File: src/rtl/code_pkg.sv
// Shared definitions for the code sequence checker: state encoding, digit type
// and the code table shared with the display-side digit lookup.
package code_pkg;

    typedef logic [3:0] digit_t;

    typedef enum logic [1:0] {
        ST_IDLE  = 2'd0,
        ST_CHECK = 2'd1,
        ST_DONE  = 2'd2,
        ST_FAIL  = 2'd3
    } state_t;

    localparam int SEQ_LEN_MAX = 15;

    // Entry 15 is never addressed by a sequence; it repeats A so the table is a full 16 entries.
    localparam digit_t CODE_TABLE [SEQ_LEN_MAX+1] = '{
        4'hA, 4'hA, 4'hC, 4'h0, 4'hF, 4'hF, 4'hE, 4'hA,
        4'h1, 4'h5, 4'hA, 4'h9, 4'h0, 4'h0, 4'hD, 4'hA
    };

    function automatic digit_t code_digit(input logic [3:0] index);
        return CODE_TABLE[index];
    endfunction

endpackage

File: src/rtl/code_rom.sv
// Combinational code table lookup, addressed by the current match position.
module code_rom
    import code_pkg::*;
(
    input  logic [3:0] index,
    output digit_t     digit
);

    assign digit = code_digit(index);

endmodule

File: config.mk
export PLATFORM = sky130hd
export DESIGN_NAME = code_rom
export DESIGN_NICKNAME = d
export VERILOG_FILES = /design/src/rtl/code_pkg.sv /design/src/rtl/code_rom.sv
export SDC_FILE = /design/constraint.sdc
export NUM_CORES = 1
export LEC_CHECK = 0
export BUFFER_PORTS_ARGS = -buffer_cell sky130_fd_sc_hd__buf_2
export CAP_MARGIN = 20
export CORE_AREA = 2 2 39 41
export DETAILED_ROUTE_END_ITERATION = 7
export DIE_AREA = 0 0 41 43
export PLACE_DENSITY = 0.3
export SYNTH_ARGS = -nofsm -noshare
export SYNTH_HDL_FRONTEND = slang
export SYNTH_SLANG_ARGS = --single-unit
export TNS_END_PERCENT = 10
File: constraint.sdc
create_clock -name vclk -period 0.8
set_input_delay 0.16 -clock vclk [all_inputs]
set_output_delay 0.16 -clock vclk [all_outputs]
set_load 0.03 [all_outputs]
# Word level (Yosys, flattened, before mapping)
# Memories as Yosys holds them, arrays and structs flattened.
# Cells that the tools add are included.
# op_classes
order_cmp	1
muxes	2
bitwise	1
# ops
op	count
4-bit two-way mux	2
5-bit greater-or-equal comparator, second input constant	1
4-bit inverter with 5-bit output	1
# word_totals
register_bits	0
romBits	64
in_bits	4
elab_cells	5
n_memories	1
# memory_table
name	words	word_bits	read_ports	rd_clocked_by_memory_dff	write_ports	line_no	source
(name not given)	16	4	1	0	0	code_pkg.sv:23	return CODE_TABLE[index];

# Logic depth before layout (Yosys ltp)
# Gate-level depths: netlist of run 1.
# depth
ltp_word	4
depth_mapped	4
ltp_nobuf	3

# Worst setup path after synthesis of run 1
# Ideal clock, no wire load.
# synth_timing
path_type	input to output
from	in index[3]
to	out digit[0]
arrival_ns	0.911
setup_slack_ns	-0.271
cell_stages	4
path_buffers	1
cell_sequence	buf_4 -> nor2_1 -> a211oi_1 -> nor2_1
# synth_via
elab_chain_len	4
# synth_rtl
item	line_no	source
from (decl)	code_rom.sv:5	input logic [3:0] index,
4-bit inverter with 5-bit output (not written as such)	code_pkg.sv:23	
memory read 16 x 4 bit	--	
4-bit two-way mux (not written as such) (2 in series)	code_pkg.sv:23	
to (decl)	code_rom.sv:6	output digit_t digit
# No other way between the ends. The select of a mux whose other input is x is not followed.

# Final worst setup path of run 1
# layout_timing
from	in index[3]
to	out digit[1]
# Same word-level chain as after synthesis.

==> results of run 1 <==
placed cells by master, fill, tap and decap left out:
master    count
o21ai_1       1
nand2_2       1
inv_4         1
a21oi_1       1
buf_6         6
nor2_2        2
nand2b_4      1
nor2b_4       1
a311o_1       1
nand4_1       1
buf_4         4
buf_12        1
a21oi_2       2
nor4b_4       1
inv_2         1
o211ai_1      1
a211oi_2      1
layer usage:
| metal | vias to the layer above | global-route usage |
|---|---|---|
| met4 | 0 | 0 |
| met3 | 0 | 0 |
| met1 | 83 | 0.0570 |
| met2 | 4 | 0.100 |
| li1 | 84 | - |
| met5 | - | 0 |
through the flow:
step	area, um^2	utilization	setup slack [ps]
finish	282	0.203	-172
global placement	204	0.147	-316
detailed placement	204	0.147	-312
CTS	274	0.198	-188
floorplan	133	-	-171
global route	282	0.203	-204
report_power, final:
group / total, uW / switching (uW) / internal (uW) / leakage (uW)
Clock: 0 / 0 / 0 / 0
Combinational: 193 / 97.8 / 95.0 / 0.000116
Sequential: 0 / 0 / 0 / 0
Total: 193 / 97.8 / 95.0 / 0.000116
cell type report:
class	instances	area share
inverters	2	0.0356
well taps	16	0.0711
repair buffers	11	0.418
multi-input cells	14	0.476
kinds of logic after synthesis:
kind of cell           after synthesis  share of synthesized area
AND/OR/NAND/NOR                      7                      0.467
AO/OA/AOI/OAI                        7                      0.400
buffers and inverters                3                      0.133
timing repair:
action | CTS | global route
gates resized for setup | 23 | 2
pin swaps | 5 | 2
hold buffers | 0 | 0
setup buffers | 0 | 0
setup endpoints to repair | 4 | 4
hold endpoints to repair | 0 | 0
cells in the mapped netlist:
cell,number,area [um^2]
a211oi_1,1,7.51
a21oi_1,3,15.0
a311o_1,1,10.0
buf_4,1,7.51
inv_1,2,7.51
nand2_1,1,3.75
nand2b_1,1,6.26
nand4_1,1,6.26
nor2_1,2,7.51
nor2b_4,1,13.8
nor4b_2,1,15.0
o211ai_1,1,7.51
o21ai_0,1,5.00
final timing paths:
| path | from | endpoint | slack, ps |
|---|---|---|---|
| worst min-delay path | index[2] | digit[3] | 710 |
| worst max-delay path | index[3] | digit[1] | -170 |
==> results.md, run 1 <==
- Max stage delay on crit path: 320 ps
- Row cnt: 14
- Final worst path period need: 972 ps
- Slowest cell on crit path: a311o_1
- Synth unique cells: 13
- DRT Pass-1 Iters: 2
- Met2 routed WL: 243 um
- Post-Route WL: 392 um
- Placed Cells: 43
- Crit path required time: 640 ps
- Final Hold Slack: 705 ps
- RSZ-0062 raised after global routing: true
- CP arrival: 810 ps
- Layout cells sized above 1: 0.815
- Die W: 41 um
- CP Cell Sequence: buf_6, nor2_2, a311o_1, buf_6
- Routed vias/inst: 3.98
- Critical Path Stages: 4
- Final Setup Violations: 4
- Die height: 43 um
- Wl on met1: 129 um
- # port buffers: 8
- Gr usage total: 0.0500
- Violated checks: setup timing
- Met3 Wirelength: 19 um
- Largest delay contributor family on the critical path: compound AO/OA/AOI/OAI gates
- Setup ws final: -172 ps
- Hold WC Path Type: primary input to output pin
- Vias: 171
- Vias in the first global route: 163
- Period utilisation layout: 1.21
- Reg area: 0 um^2
- Post-DRT Antenna Nets: 0
- Clock buffers: 0
- Nets: 33
- Gpl congestion: 0.573
- Register area share after synthesis: 0
- PnR Total Power: 193 uW
- Largest net degree at the start of global routing: 10
- Area of the multi-input gates: 134 um^2
- Post-route insts no fill: 43
- Mapped Area: 113 um^2
- Initial DRC Count: 2
- Initial Utilization: 0.0814
- Filler cell count: 157
- DIE AREA: 1760 um^2
- P&R area growth vs syn: 150%
- Top sig layer: met3
- Peak supply drop: 0.0000953 V
- First-pass GRT wire length: 669 um
- IO Pins: 8
- Worst path bufs/invs: 2
- Fin Setup TNS: -587 ps
- Remaining global-route overflow: 0
- Power density over the cells: 685 nW/um^2
- Max Transition Viols Final: 0
- Hold Vio Cnt, Final: 0
- Status: finished, violations left
- Worst-Margin Slew: 199 ps
- Worst setup EP type: output pin
- Syn Inst Count: 17
- Max_cap viols: 0
- P_leak: 0.000116 uW
- Max Clk Rate: 1030 MHz
- Synth Net Count: 21
- Most frequent CP cell: buf_6
- Critical path class: primary input to output pin
- Slew headroom: 0.867
- Synthesized area per cell: 6.62 um^2
- Synthesis Warnings: 0
- Antenna Diode Count: 0
- Hold-critical path depth: 4
- CP Max Fanout: 9
- Startpoint types: primary input
- Core area: 1380 um^2
- DR DRC count: 0
- Antenna violations before repair: 0
- Seq_cells: 0
- Post-DR wirelength/cell: 9.12 um
(Power assumes the default switching activity.)
==> inputs of run 2 (changes only) <==
--- a/config.mk
+++ b/config.mk
@@ -10,6 +10,7 @@
 export CORE_AREA = 2 2 39 41
 export DETAILED_ROUTE_END_ITERATION = 7
 export DIE_AREA = 0 0 41 43
+export GPL_TIMING_DRIVEN = 0
 export PLACE_DENSITY = 0.3
 export SYNTH_ARGS = -nofsm -noshare
 export SYNTH_HDL_FRONTEND = slang
==> run 2 against run 1 <==
Effect of this change:
- the run still ends with setup timing left
- non-clock buffer count decreased by 1
- global-route usage decreased by 1.0 points
- total power decreased by 5.5%
- sequential share of layout area unchanged
- count of clock-buffer cells in the layout unchanged
- critical path depth unchanged
- critical endpoint unchanged
- sequential cell count unchanged
==> results.md, run 2 (synthesis results as in run 1) <==
- Gpl congestion: 0.575 (+0.33%)
- Seq_cells: 0 (unchanged)
- Final worst path period need: 1010 ps (+39.1 ps)
- Placed Cells: 40 (-7.0%)
- Worst setup EP type: output pin
- Max Transition Viols Final: 0 (unchanged)
- Antenna violations before repair: 0 (unchanged)
- Finished layout cell area: 264 um^2 (-6.2%)
- Gr usage total: 0.0400 (-0.00999)
- First-pass GRT wire length: 524 um (-22%)
- Pre-CTS WS: -320 ps (-7.13 ps)
- Initial Utilization: 0.0814 (unchanged)
- RSZ-0062 raised after global routing: true
- Vias in the first global route: 125 (-23%)
- Violated checks: setup timing
- IO Pins: 8 (unchanged)
- Layout cells sized above 1: 0.846 (+0.0313)
- Setup ws final: -211 ps (-39.1 ps)
- Crit path required time: 640 ps (about the same)
- Post-Route WL: 352 um (-10%)
- P&R area growth vs syn: 134%
- Row cnt: 14 (unchanged)
- Critical path class: primary input to output pin
- Core area: 1380 um^2 (unchanged)
- Final Setup Violations: 4 (unchanged)
- Area post-placement: 188 um^2 (-8.0%)
- Hold WC Path Type: primary input to output pin
- Antenna Diode Count: 0 (unchanged)
- Post-DR wirelength/cell: 8.38 um (-8.1%)
- Initial DRC Count: 0 (-2)
- Power density over the cells: 690 nW/um^2 (+0.75%)
- Status: finished, violations left
- Remaining global-route overflow: 0 (unchanged)
- Startpoint types: primary input
- Vias: 156 (-8.8%)
- Reg area: 0 um^2 (unchanged)
- Max_cap viols: 0 (unchanged)
- Post-route insts no fill: 42 (-2.3%)
- Hold Vio Cnt, Final: 0 (unchanged)
- Slew headroom: 0.846 (-0.0207)
- Critical Path Start: index[1]
- DRT Pass-1 Iters: 1 (-1)
- Clock buffers: 0 (unchanged)
- Nets: 32 (-3.0%)
- PnR Total Power: 182 uW (-5.5%)
- DIE AREA: 1760 um^2 (unchanged)
- Peak supply drop: 0.0000945 V (-0.84%)
- Hold Crit Start: index[3]
- Most common cell after layout, fill and taps aside: buf_6
- Worst-Margin Slew: 231 ps (+31.3 ps)
- DR DRC count: 0 (unchanged)
- Routed vias/inst: 3.71 (-6.6%)
- Die W: 41 um (unchanged)
- Max Clk Rate: 989 MHz (-3.9%)
- P_leak: 0.000104 uW (-10%)
- Die height: 43 um (unchanged)
- Most frequent cells in the layout: 6 x buf_6, 3 x a21oi_2, 3 x buf_4, 2 x nor2_2
- Fin Setup TNS: -682 ps (-94.3 ps)
- Largest net degree at the start of global routing: 10 (unchanged)
- CP arrival: 850 ps (+40 ps)
- CP Max Fanout: 5 (-4)
- Post-DRT Antenna Nets: 0 (unchanged)
- Period utilisation layout: 1.26 (+0.0489)
- # port buffers: 7 (-1)
- Post-DP HPWL: 281 um
run 2: layout make-up:
class	count	area [um^2]
Timing Repair Buffer	9	93.8
Tap cell	16	20.0
Multi-Input combinational cell	14	129
Fill cell	162	1120
Buffer	1	11.3
Inverter	2	10.0
run 2: what timing repair did:
action	CTS	global route
hold buffers	0	0
endpoints found under the setup margin	4	4
resized for setup	10	13
pin swaps	1	4
buffers inserted	1	1
run 2: worst max-delay path, cell delays in order:
cell	delay, ps
buf_8	110
nor2b_4	130
a311o_1	310
buf_6	140
run 2: per-stage QoR:
step	utilization	hold slack [ps]
2_1_floorplan	-	533
3_3_place_gp	0.136	657
3_5_place_dp	0.136	659
4_1_cts	0.163	667
5_1_grt	0.191	654
6_report	0.191	637
run 2: routing by layer:
layer  up-vias  wire length (um)  part of all wire  track usage
li1         82                 -                 -            -
met1        70               150              0.43       0.0538
met2         4               179              0.51       0.0719
met3         0                22             0.063            0
met4         0                 0                 0            0
met5         -                 0                 0            0
run 2: power by group:
part           internal [uW]  switching [uW]
logic                   87.7            94.5
registers                  0               0
clock network              0               0
total                   87.7            94.5
run 2: final timing paths:
path | cells after the start | slack [ps] | endpoint
setup / recovery | 4 | -210 | digit[1]
hold / removal | 3 | 640 | digit[3]
